## config.mk

```make
export PLATFORM = sky130hd
export DESIGN_NAME = fp_sqrt_sequencer
export DESIGN_NICKNAME = d
export VERILOG_FILES = /design/src/rtl/fp_sqrt_sequencer.sv
export SDC_FILE = /design/constraint.sdc
export NUM_CORES = 1
export LEC_CHECK = 0
export ABC_CLOCK_PERIOD_IN_PS = 6350
export CORE_ASPECT_RATIO = 0.8
export CORE_MARGIN = 2
export CORE_UTILIZATION = 50
export DETAILED_ROUTE_END_ITERATION = 8
export PLACE_DENSITY = 0.84
export SLEW_MARGIN = 10
export SYNTH_ARGS = -nofsm -noshare
export SYNTH_HDL_FRONTEND = slang
export SYNTH_SLANG_ARGS = --single-unit
```

## constraint.sdc

```tcl
create_clock -name clk -period 6.35 [get_ports clk]
set_clock_uncertainty 0.05 [all_clocks]
set_input_delay 1.27 -clock clk [delete_from_list [all_inputs] [get_ports clk]]
set_output_delay 1.27 -clock clk [all_outputs]
set_load 0.05 [all_outputs]
```

## src/rtl/fp_sqrt_sequencer.sv

```systemverilog
// fp_sqrt_sequencer: multi-cycle unsigned Q16.16 square root using Newton-Raphson
// iteration x <- (x + a/x)/2, with each quotient obtained from an external shared
// divider over a valid/ready request and a single-cycle response strobe.
//
// Ports:
//   clk, rst_n                  clock, asynchronous active-low reset
//   in_valid/in_ready/in_a      operand handshake (in_ready high only when idle)
//   out_valid/out_ready/out_root result handshake (held until accepted)
//   div_req_valid/div_req_ready request handshake; div_num = a, div_den = x
//   div_rsp_valid/div_quot      quotient strobe (no backpressure), sampled in DIV_WAIT
//   busy                        high whenever not idle
//
// Build option: FP_SQRT_EARLY_EXIT_EN -- finish as soon as an update leaves x
// unchanged instead of always running NUM_ITER iterations.

module fp_sqrt_sequencer #(
   parameter int unsigned DATA_WIDTH = 32,
   parameter int unsigned FRAC_BITS  = 16,
   parameter int unsigned NUM_ITER   = 4
) (
   input  logic                  clk,
   input  logic                  rst_n,
   input  logic                  in_valid,
   output logic                  in_ready,
   input  logic [DATA_WIDTH-1:0] in_a,
   output logic                  out_valid,
   input  logic                  out_ready,
   output logic [DATA_WIDTH-1:0] out_root,
   output logic                  div_req_valid,
   input  logic                  div_req_ready,
   output logic [DATA_WIDTH-1:0] div_num,
   output logic [DATA_WIDTH-1:0] div_den,
   input  logic                  div_rsp_valid,
   input  logic [DATA_WIDTH-1:0] div_quot,
   output logic                  busy
);

   localparam int unsigned CNT_W = 4;
   localparam logic [DATA_WIDTH-1:0] FP_ONE = DATA_WIDTH'(1) << FRAC_BITS;

   typedef enum logic [2:0] {
      S_IDLE     = 3'd0,
      S_INIT     = 3'd1,
      S_DIV_REQ  = 3'd2,
      S_DIV_WAIT = 3'd3,
      S_UPDATE   = 3'd4,
      S_DONE     = 3'd5
   } state_t;

   state_t state_q, state_d;

   logic [DATA_WIDTH-1:0] a_q, x_q, q_q;
   logic [CNT_W-1:0]      cnt_q;

   logic                  in_ready_d, out_valid_d, div_req_valid_d, busy_d;

   logic [DATA_WIDTH:0]   sum;
   logic [DATA_WIDTH-1:0] x_upd, x_half;
   logic [CNT_W-1:0]      cnt_inc;
   logic                  last_iter, finish;

   // Update arithmetic: one extra sum bit so (x + q) never overflows
   assign sum       = {1'b0, x_q} + {1'b0, q_q};
   assign x_upd     = DATA_WIDTH'(sum >> 1);
   assign x_half    = a_q >> 1;
   assign cnt_inc   = cnt_q + CNT_W'(1);
   assign last_iter = (cnt_inc == CNT_W'(NUM_ITER));

`ifdef FP_SQRT_EARLY_EXIT_EN
   assign finish = last_iter || (x_upd == x_q);
`else
   assign finish = last_iter;
`endif

   // State register and registered handshake/status outputs
   always_ff @(posedge clk or negedge rst_n) begin
      if (!rst_n) begin
         state_q       <= S_IDLE;
         in_ready      <= 1'b1;
         out_valid     <= 1'b0;
         div_req_valid <= 1'b0;
         busy          <= 1'b0;
      end else begin
         state_q       <= state_d;
         in_ready      <= in_ready_d;
         out_valid     <= out_valid_d;
         div_req_valid <= div_req_valid_d;
         busy          <= busy_d;
      end
   end

   // Next-state logic
   always_comb begin
      state_d = state_q;
      case (state_q)
         S_IDLE:     if (in_valid && in_ready) state_d = S_INIT;
         S_INIT:     state_d = (a_q == '0) ? S_DONE : S_DIV_REQ;
         S_DIV_REQ:  if (div_req_ready) state_d = S_DIV_WAIT;
         S_DIV_WAIT: if (div_rsp_valid) state_d = S_UPDATE;
         S_UPDATE:   state_d = finish ? S_DONE : S_DIV_REQ;
         S_DONE:     if (out_ready) state_d = S_IDLE;
         default:    state_d = S_IDLE;
      endcase
   end

   // Output decode from the next state so the outputs come straight off flops
   always_comb begin
      in_ready_d      = 1'b0;
      out_valid_d     = 1'b0;
      div_req_valid_d = 1'b0;
      busy_d          = 1'b1;
      case (state_d)
         S_IDLE: begin
            in_ready_d = 1'b1;
            busy_d     = 1'b0;
         end
         S_DIV_REQ: div_req_valid_d = 1'b1;
         S_DONE:    out_valid_d     = 1'b1;
         default:   ;
      endcase
   end

   // Datapath: latched radicand, estimate x, quotient q, iteration count
   always_ff @(posedge clk or negedge rst_n) begin
      if (!rst_n) begin
         a_q   <= '0;
         x_q   <= '0;
         q_q   <= '0;
         cnt_q <= '0;
      end else begin
         case (state_q)
            S_IDLE: if (in_valid && in_ready) a_q <= in_a;
            S_INIT: begin
               cnt_q <= '0;
               if (a_q == '0)
                  x_q <= '0;
               else if (x_half == '0)
                  x_q <= FP_ONE;
               else
                  x_q <= x_half;
            end
            S_DIV_WAIT: if (div_rsp_valid) q_q <= div_quot;
            S_UPDATE: begin
               x_q   <= x_upd;
               cnt_q <= cnt_inc;
            end
            default: ;
         endcase
      end
   end

   // x doubles as the divisor while iterating and as the result once done
   assign div_num  = a_q;
   assign div_den  = x_q;
   assign out_root = x_q;

endmodule

```

# ---- Word-level counts from Yosys, hierarchy flattened
# Index checks and enable logic that the tools add are counted.
dict set report totals {
  reg_bits 107
  latch_bits 0
  ramBits 0
  mem_bits_ro 0
  inputBits 70
  output_inout_bits 100
  word_cells 42
  n_memories 0
}
dict set report classes {
  add_sub_neg 2
  multipliers 0
  n_div 0
  order_cmp 0
  eq_ne 8
  n_shift 0
  n_mux 15
  bitwise_logic 0
  n_reduce_logical 8
}
# operator count
set op_table {}
lappend op_table {{zero test 32 bit} 2}
lappend op_table {{case mux 32 bit (2 select lines)} 1}
lappend op_table {{2-to-1 mux 31 bit} 2}
lappend op_table {{adder 32 x 32 -> 33 bit} 1}
lappend op_table {{2-to-1 mux 3 bit} 6}
lappend op_table {{case mux 3 bit (6 select lines)} 1}
lappend op_table {{== test 3 x 2 -> 1 bit (second input constant)} 3}
lappend op_table {{== test 3 bit (second input constant)} 3}
lappend op_table {{case mux 4 bit (2 select lines)} 1}
lappend op_table {{zero test 3 bit} 2}
lappend op_table {{adder 4 x 1 -> 4 bit (second input constant)} 1}
lappend op_table {{== test 4 x 3 -> 1 bit (second input constant)} 1}
lappend op_table {{2-to-1 mux 1 bit} 4}
lappend op_table {{AND reduction 2 bit} 2}
lappend op_table {{== test 3 x 1 -> 1 bit (second input constant)} 1}
lappend op_table {{nonzero test 2 bit} 1}
lappend op_table {{logical AND 1 bit} 1}

# ---- Longest topological paths before layout
# Gate-level depths: netlist of run 1.
dict set report depth {
  depth_word 6
  ltp_mapped 9
  ltp_nobuf 9
}

# ---- Worst setup path after synthesis of run 1
# OpenSTA, ideal clock, no wires.
dict set report synth_path {
  kind {register to register}
  from {reg x_q[0], in the netlist div_den[0]}
  to {reg x_q[23], in the netlist div_den[23]}
  setup_time_ps 87
  arrival_ps 2564
  path_slack_ps 3649
  stages_incl_launch_ff 10
  path_buffers 0
  synth_period_minus_slack_ps 2701
  cell_sequence {dfrtp_1 and2_1 fa_1 a21o_1 a22o_1 a21oi_1 a31oi_1 a221o_1 xnor2_1 o211ai_1}
}
dict set report synth_between {
  elab_chain_len 2
}
# element line
set synth_rtl {}
lappend synth_rtl {{start: declaration} 52} ;# logic [DATA_WIDTH-1:0] a_q, x_q, q_q;
lappend synth_rtl {{start signal: assignment} 140} ;# x_q <= x_half;
lappend synth_rtl {{start signal: assignment} 144} ;# x_q <= x_upd;
lappend synth_rtl {{adder 32 x 32 -> 33 bit} 63} ;# assign sum = {1'b0, x_q} + {1'b0, q_q};
lappend synth_rtl {{case mux 32 bit (2 select lines)} 131} ;# case (state_q)
# No other way between the ends.
# A chain may end at the register's enable or synchronous reset.

# ---- Worst setup path after layout of run 1
dict set report layout_path {
  from {reg x_q[27], in the netlist div_den[27]}
  to {out out_root[27]}
}
# element line
set layout_lines {}
lappend layout_lines {{end: declaration} 28} ;# output logic [DATA_WIDTH-1:0] out_root,
# No word-level cell between the ends.

==> reports/results.txt, run 1 <==
DR WL/cell: 18.3 um
Hold depth: 1
Gr busiest metal: met2
Port buffer count: 169
IO Count: 170
Critical-path top delay cell: clkdlybuf4s50_1
Die width: 131 um
First-pass GRT wire length: 29.4 mm
Multi-input logic area: 0.00336 mm2
Final nets: 934
Number of hold violations in the final report: 0
Post-CTS resize count: 0
ANT cells: 0
CTS Buf Count: 9
Hold Crit Class: reg2reg
Asr flop ratio synth: 1.00
Cells along the critical path: clkdlybuf4s50_1
Sink Count: 107
Iter 0 DRT Violations: 536
Slew HR: 0.216
DRT antenna net count: 0
M3 GR Usage: 0.0616
Seq cells post-synth: 107
Met2 GRT Util: 0.409
CP Data Required Time: 5030 ps
Layout Area Growth over Synthesis: 29.0%
Max Cap Violations: 0
Core box area: 0.0128 mm2
Fill cells: 1,056
TNS Setup: 0 ps
Fin crit period: 3090 ps
Global Route Usage Sum: 0.268
Drc violations: 0
Hold_buf cts: 0
CTS tree: built
DP HPWL: 13.5 mm
Met1 GRT Util: 0.380
Main synth FF type: dfrtp_1
Crit path buf inv count: 1
Clk Latency, worst-skew pair: 360 ps
Via count: 5,872
Yosys synthesis warning count: 0
Initial Util: 0.507
Levels on crit path: 1
CP top delay family: buffers and inverters
Seq. cell area: 0.00268 mm2
Die Ht: 106 um
Die Area: 0.0139 mm2
DRT Wirelength: 18.5 mm
Slew Viols, Final: 0
Rows: 37
Final GP Congestion: 0.927
Critical path type: reg2out
CP Capture Type: primary output
Max incr delay on CP: 870 ps
Synth area leaders: dfrtp_1, nand2_1, ha_1
Cell with the most instances after synthesis: nand2_1
# Post-CTS Setup Buffers: 0
Syn Nets: 817
Pre-antenna DRT Iters: 6
Largest net degree at the start of global routing: 66
Crit Path Max Fanout: 5
Cells after Synth: 713
Ratio of cells with drive above 1 in the final layout: 0.0814
Fmax: 324 MHz
Mean Syn Cell Area: 9.09 um2
Root Buffer: clkbuf_16
Cell taking the most area after synthesis: dfrtp_1
Mapped cell area: 0.00648 mm2
Antenna violations before repair: 0
Reg clk slew, reported paths: 70 ps
Worst setup SP type: flop
Endpoints failing setup: 0
Post-synth EDFFs: 0
Register area share after synthesis: 0.413
Outcome: complete, no violations
Post-synthesis cell type count: 64
Grt total ovfl: 0
Fin crit share: 0.486
Cell depth of the worst flop-to-flop path: 9
H-tree levels: 3
CTS Buffer Depth: 2
Synth cell count leaders: nand2_1, dfrtp_1, a21oi_1
RSZ-0062 raised after global routing: no
Worst slew pin tran: 1180 ps
Vias in the first global route: 5,603
Worst EP arrival: 1770 ps
Vias per cell: 5.81
Post-synth top area share: 0.409
==> per-stage QoR <==
| step | area, um2 | hold WS (ps) | util | worst slack, ps | std cells |
|---|---|---|---|---|---|
| 2_1_floorplan | 6480 | 422 | - | 3650 | 713 |
| 3_3_place_gp | 8050 | 444 | 0.630 | 3090 | 994 |
| 3_5_place_dp | 8050 | 454 | 0.630 | 3050 | 994 |
| 4_1_cts | 8360 | 469 | 0.654 | 3280 | 1010 |
| 5_1_grt | 8360 | 493 | 0.654 | 3250 | 1010 |
| 6_report | 8360 | 471 | 0.654 | 3260 | 1010 |
==> worst paths after layout <==
check | start | end | slack [ps]
max in group asynchronous | rst_n | cnt_q[0] | 4170
min in group asynchronous | rst_n | div_den[20] | 850
max | div_den[27] | out_root[27] | 3260
min | q_q[10] | q_q[10] | 470
max reg2reg | div_den[0] | div_den[31] | 3390
min reg2reg | q_q[10] | q_q[10] | 470
==> cell usage in the layout (no fill, tap or decap), drive strengths merged, types with 4 or more instances in the layout <==
master,n
clkdlybuf4s50,168
nand2,144
dfrtp,106
a21oi,56
nor2,38
o21ai,37
ha,33
mux2,32
nand3,15
inv,15
xnor2,14
a22oi,11
xor2,11
clkbuf,11
nor3,11
a21o,10
nand4,9
mux2i,8
o21a,8
buf,8
nor4,7
and3,7
a221oi,7
o211ai,7
a31oi,4
==> state kept, by name (all words and copies together) (netlist names) <==
signal,cells
div_req_valid,1
div_den,32
in_ready,1
cnt_q,4
state_q,3
div_num,32
busy,1
q_q,32
out_valid,1
==> final cells by class <==
type,instances,share of cell area
clock buffers,11,0.0290
clock inverters,5,0.00779
inverters,12,0.00539
multi-input cells,524,0.403
flip-flops and latches,107,0.321
well taps,175,0.0262
repair buffers,176,0.208
==> kinds of logic after synthesis <==
| group | Yosys count | synth area share |
|---|---|---|
| AOI/OAI and AO/OA | 173 | 0.177 |
| adders and majority gates | 34 | 0.0668 |
| xor gates and xnor gates | 25 | 0.0338 |
| and+or+nand+nor | 252 | 0.174 |
| DFF | 107 | 0.413 |
| muxes | 40 | 0.0680 |
| buffers and inverters | 82 | 0.0674 |
==> layer usage <==
layer / wire length, um / up-vias
met3: 1840 / 31
met2: 8160 / 309
met1: 8080 / 2805
li1: - / 2727
met5: 0 / -
met4: 392 / 0
Power of run 1 is not shown: default switching activity piles up to over one toggle a cycle in this logic, so the estimate is an artifact.
==> run 2: changes to the inputs <==
--- a/config.mk
+++ b/config.mk
@@ -5,12 +5,12 @@
 export SDC_FILE = /design/constraint.sdc
 export NUM_CORES = 1
 export LEC_CHECK = 0
-export ABC_CLOCK_PERIOD_IN_PS = 6350
+export ABC_CLOCK_PERIOD_IN_PS = 2700
 export CORE_ASPECT_RATIO = 0.8
 export CORE_MARGIN = 2
-export CORE_UTILIZATION = 50
+export CORE_UTILIZATION = 45
 export DETAILED_ROUTE_END_ITERATION = 8
-export PLACE_DENSITY = 0.84
+export PLACE_DENSITY = 0.8
 export SLEW_MARGIN = 10
 export SYNTH_ARGS = -nofsm -noshare
 export SYNTH_HDL_FRONTEND = slang
==> constraint.sdc (replaced) <==
create_clock -name clk -period 2.7 [get_ports clk]
set_clock_uncertainty 0.05 [all_clocks]
set_input_delay 0.54 -clock clk [delete_from_list [all_inputs] [get_ports clk]]
set_output_delay 0.54 -clock clk [all_outputs]
set_load 0.05 [all_outputs]
==> run 2 against run 1 <==
Effect of this change: sequential share of layout area down 1.2 points; critical path depth up 9; die area up 11%; worst setup slack worse by 3200 ps; via count up 0.34%; first-iteration DRC count up 2.4%; cell area up 4.0%; global-route usage down 2.3 points; utilization down 4.2 points; highest routed layer unchanged; largest cell class unchanged; clock-buffer cell count down 1.
==> reports/results.txt, run 2 (same netlist as run 1, synthesis figures left out) <==
Outcome: complete, no violations (unchanged)
Die Area: 0.0154 mm2 (was 0.0139 mm2)
Worst EP arrival: 2780 ps (was 1770 ps)
Fmax: 383 MHz
Die width: 138 um (was 131 um)
Post-layout util: 0.612 (was 0.654)
Sink Count: 107 (unchanged)
Core box area: 0.0142 mm2 (was 0.0128 mm2)
Worst slew pin tran: 1100 ps (was 1180 ps)
Grt total ovfl: 0 (unchanged)
Seq. cell area: 0.00268 mm2 (about the same)
CTS Buf Count: 9 (unchanged)
Max Cap Violations: 0 (unchanged)
Antenna violations before repair: 0 (unchanged)
Iter 0 DRT Violations: 549 (was 536)
Crit path buf inv count: 1 (unchanged)
Die Ht: 111 um (was 106 um)
DRT Wirelength: 19.0 mm (was 18.5 mm)
Vias in the first global route: 5,640 (was 5,603)
H-tree levels: 3 (unchanged)
Critical path type: reg2reg (was reg2out)
Final GP Congestion: 0.964 (was 0.927)
Via count: 5,892 (was 5,872)
Pre-CTS WS: 39.5 ps (was 3050 ps)
Clk Latency, worst-skew pair: 350 ps (was 360 ps)
Cells along the critical path: and2_1 > fa_1 > a21o_1 > a22o_4 > o31ai_2 > buf_4 > a221o_1 > o221ai_1 > xnor2_1 > o21ai_1 (was clkdlybuf4s50_1)
ANT cells: 0 (unchanged)
First-pass GRT wire length: 30.3 mm (was 29.4 mm)
Drc violations: 0 (unchanged)
IO Count: 170 (unchanged)
R2r endpoint: div_den[25] (was div_den[31])
Ratio of cells with drive above 1 in the final layout: 0.121 (was 0.0814)
Global Route Usage Sum: 0.245 (was 0.268)
Largest net degree at the start of global routing: 45 (was 66)
Reg2reg setup slack: 90 ps (was 3390 ps)
Final setup margin: 90.8 ps (was 3260 ps)
DP HPWL: 14.3 mm (was 13.5 mm)
DR WL/cell: 18.1 um (was 18.3 um)
Slew Viols, Final: 0 (unchanged)
TNS Setup: 0 ps (unchanged)
DRT antenna net count: 0 (unchanged)
Worst setup SP type: flop (unchanged)
Fill cells: 1,188 (was 1,056)
Max incr delay on CP: 410 ps (was 870 ps)
Hold Crit Class: in2async (was reg2reg)
CP top delay family: compound AO/OA/AOI/OAI gates (was buffers and inverters)
Most common cell after layout, fill and taps aside: clkdlybuf4s50_1 (unchanged)
Fin area: 0.00869 mm2 (was 0.00836 mm2)
Endpoints failing setup: 0 (unchanged)
Root Buffer: clkbuf_16 (unchanged)
Slew HR: 0.264 (was 0.216)
Initial Util: 0.456 (was 0.507)
Crit Reg-Reg Startpoint: div_den[0] (unchanged)
Vias per cell: 5.60 (was 5.81)
Pre-antenna DRT Iters: 5 (was 6)
Port buffer count: 169 (unchanged)
Multi-input logic area: 0.00339 mm2 (was 0.00336 mm2)
Hold_buf cts: 0 (unchanged)
CP Capture Type: flop (was primary output)
Critical-path top delay cell: fa_1 (was clkdlybuf4s50_1)
CTS tree: built (unchanged)
Reg clk slew, reported paths: 80 ps (was 70 ps)
Rows: 39 (was 37)
Cell depth of the worst flop-to-flop path: 10 (was 9)
Crit Path Max Fanout: 4 (was 5)
Final nets: 967 (was 934)
CP Data Required Time: 2870 ps (was 5030 ps)
Layout Area Growth over Synthesis: 34.1% (was 29.0%)
Fin crit share: 0.966
DP Area: 0.00833 mm2 (was 0.00805 mm2)
Number of hold violations in the final report: 0 (unchanged)
Fin crit period: 2610 ps
Most frequent cells in the layout: clkdlybuf4s50_1, nand2_1, dfrtp_1 (unchanged)
CTS Buffer Depth: 2 (unchanged)
Crit path from: div_den[0] (was div_den[27])
## run 2: final cells by class
type / count / share of cell area
clock buffers: 10 / 0.0264
inverters: 12 / 0.00519
well taps: 184 / 0.0265
flip-flops and latches: 107 / 0.309
repair buffers: 209 / 0.232
clock inverters: 6 / 0.0112
multi-input cells: 524 / 0.390
## run 2: stage by stage
step                      instances  hold slack (ps)
after floorplan                 713              194
after global placement         1036              445
after detailed placement       1036              453
after CTS                      1052              153
after global routing           1052              176
final                          1052              120
## run 2: worst register-to-register path: cells and delay by family (launching register included)
family                     cells  cell delay (ps)
xor gates and xnor gates       1              170
DFF                            1              400
adders and majority gates      1              410
and+or+nand+nor                1              160
buffers and inverters          1              180
AOI/OAI and AO/OA              6             1110
## run 2: what timing repair did
item                                   in CTS  in global routing
setup endpoints to repair                   0                  4
endpoints found under the hold margin       0                  0
resized for setup                           0                  4
buffers inserted                            0                  0
## run 2: worst max path at each step
| stage | endpoint | depth (start not counted) | slack (ps) |
|---|---|---|---|
| 2_1_floorplan | div_den[23] | 8 | 100 |
| 3_3_place_gp | div_den[23] | 9 | 70 |
| 3_5_place_dp | div_den[23] | 9 | 40 |
| 4_1_cts | div_den[23] | 9 | 0.8 |
| 5_1_grt | div_den[29] | 9 | -10 |
| 6_report | div_den[25] | 10 | 90 |
## run 2: per-layer routing
metal | part of all wire | track usage
met5 | 0 | 0
met4 | 0.013 | 0.0571
met3 | 0.085 | 0.0632
met2 | 0.44 | 0.372
met1 | 0.46 | 0.355
Power of run 2 is left out for the same reason.
==> patch: new RTL, settings of run 1 <==
Make the reset (`rst_n`) synchronous in 2 clocked blocks. Comments in the files are not updated.
--- a/src/rtl/fp_sqrt_sequencer.sv
+++ b/src/rtl/fp_sqrt_sequencer.sv
@@ -73,7 +73,7 @@
 `endif
 
    // State register and registered handshake/status outputs
-   always_ff @(posedge clk or negedge rst_n) begin
+   always_ff @(posedge clk) begin
       if (!rst_n) begin
          state_q       <= S_IDLE;
          in_ready      <= 1'b1;
@@ -121,7 +121,7 @@
    end
 
    // Datapath: latched radicand, estimate x, quotient q, iteration count
-   always_ff @(posedge clk or negedge rst_n) begin
+   always_ff @(posedge clk) begin
       if (!rst_n) begin
          a_q   <= '0;
          x_q   <= '0;
Check against the original RTL: differs if rst_n is asserted again (counterexample within 4 cycles, from zero or initial values and one cycle with rst_n low); with rst_n held inactive, the same outputs for 10 cycles.
==> patch against run 1 <==
- sequential cell count unchanged
- worst setup slack better by 0.039 ns
- maximum frequency up 1.3%
- area after synthesis down 3.4%
- final area down 3.0%
- die area down 3.3%
- routed wire length down 4.7%
- critical path depth unchanged
- utilization up 0.98 points
- sequential share of layout area down 5.6 points
- critical endpoint is now div_num[18]
==> patch: results (changes against run 1) <==
Synth
  – Post-Syn Nets: 894 (+9.4%)
  – Synth Area in Compound Gates: 26.2% (+8.5 points)
  – Seq/Total Area, Yosys: 34.2% (-7.1 points)
  – Asr flop ratio synth: 0% (-100 points)
  – Yosys cell types: 61 (-4.7%)
  – Multiplexer share of the synthesized area: 0.640% (-6.2 points)
  – Synth Flop Type: dfxtp_1
  – Cell count after synthesis: 790 (+11%)
  – Area contributors post-synth: dfxtp_1 34%, nand2_1 11%, a21boi_0 8.0%
  – Post-synthesis xor/xnor area fraction: 3.50% (+0.12 points)

Global route
  – Met1 usage: 38.6% (+0.56 points)
  – GRT Overall Usage: 26.1% (-0.73 points)
  – Met3 GRT Util: 7.46% (+1.3 points)
  – First-pass GRT wire length: 28200 um (-4.0%)
  – Vias in the first global route: 5501 (-1.8%)

Routing
  – DR WL/cell: 16.4 um (-11%)
  – Avg Vias per Cell: 5.65 (-2.9%)

Placed design
  – Cell total after placement: 1060 (+6.6%)
  – Setup WS pre-CTS: 3.01 ns (-0.0333 ns)

Finish
  – Post-Layout Cell Count: 1076 (+6.5%)
  – Fillers: 1054 (-0.19%)
  – # nets final: 1004 (+7.5%)

Setup path
  – Critical path fanouts, max: 4 (-1)
  – Critical Path AT: 1.73 ns (-0.04 ns)
  – Worst R2R Setup Slack: 3.32 ns (-0.07 ns)

Run status
  – Run status: finished, final reports clean

STA
  – Worst slew pin tran: 1.05 ns (-0.128 ns)
-- patch: cell types whose count changed in the layout (fill, tap and decap cells not counted), sizes merged, moves of 8 or more --
cell,before,now
o21ai,37,29
a21oi,56,48
dfxtp,0,107
nand2,144,177
a21boi,3,67
nor2b,3,13
a21o,10,22
mux2,32,0
dfrtp,106,0
-- patch: area by class of cell --
class | instances | area [sq um] | share of cell area [%]
Clock inverter | 7 | 65.1 | 0.803
Sequential cell | 107 | 2140 | 26.4
Timing Repair Buffer | 175 | 1730 | 21.4
Tap cell | 171 | 214 | 2.64
Inverter | 12 | 45.0 | 0.556
Clock buffer | 9 | 225 | 2.78
Multi-Input combinational cell | 595 | 3680 | 45.4
-- patch: per-layer routing --
metal  vias to the layer above  part of all wire [%]  routed length [um]
met5                         -                     0                   0
met4                         0                  0.66                 116
met3                        13                   9.6                1690
met2                       255                    42                7430
met1                      2823                    48                8370
li1                       2986                     -                   -
-- patch: final timing paths --
kind / to / from / depth (start not counted)
worst min register to register: q_q[27]$_SDFFE_PN0P_ / q_q[27]$_SDFFE_PN0P_ / 2
worst max-delay path: div_num[18] / div_num[18]$_SDFFE_PN0P_ / 1
worst max register to register: div_den[15]$_SDFFE_PN0P_ / state_q[1]$_SDFF_PN0_ / 6
worst min-delay path: q_q[27]$_SDFFE_PN0P_ / q_q[27]$_SDFFE_PN0P_ / 2
-- patch: cells by family after synthesis --
kind of cell / count (synthesis)
simple gates: 300
compound gates: 232
flops: 107
buf+inv: 88
fa+ha+maj: 34
xor+xnor: 25
mux: 4
-- patch: through the flow --
| step | area [sq um] | hold WS, ns |
|---|---|---|
| global placement | 7810 | 0.409 |
| global route | 8100 | 0.449 |
| CTS | 8100 | 0.425 |
| finish | 8100 | 0.424 |
| floorplan | 6260 | 0.397 |
| detailed placement | 7810 | 0.415 |
-- patch: power breakdown --
group          leakage [nW]  switching, mW  total [mW]  internal (mW)
clock                 0.141          0.280       0.557          0.277
sequential            0.869          0.119       0.867          0.748
combinational          2.18          0.631       0.961          0.331
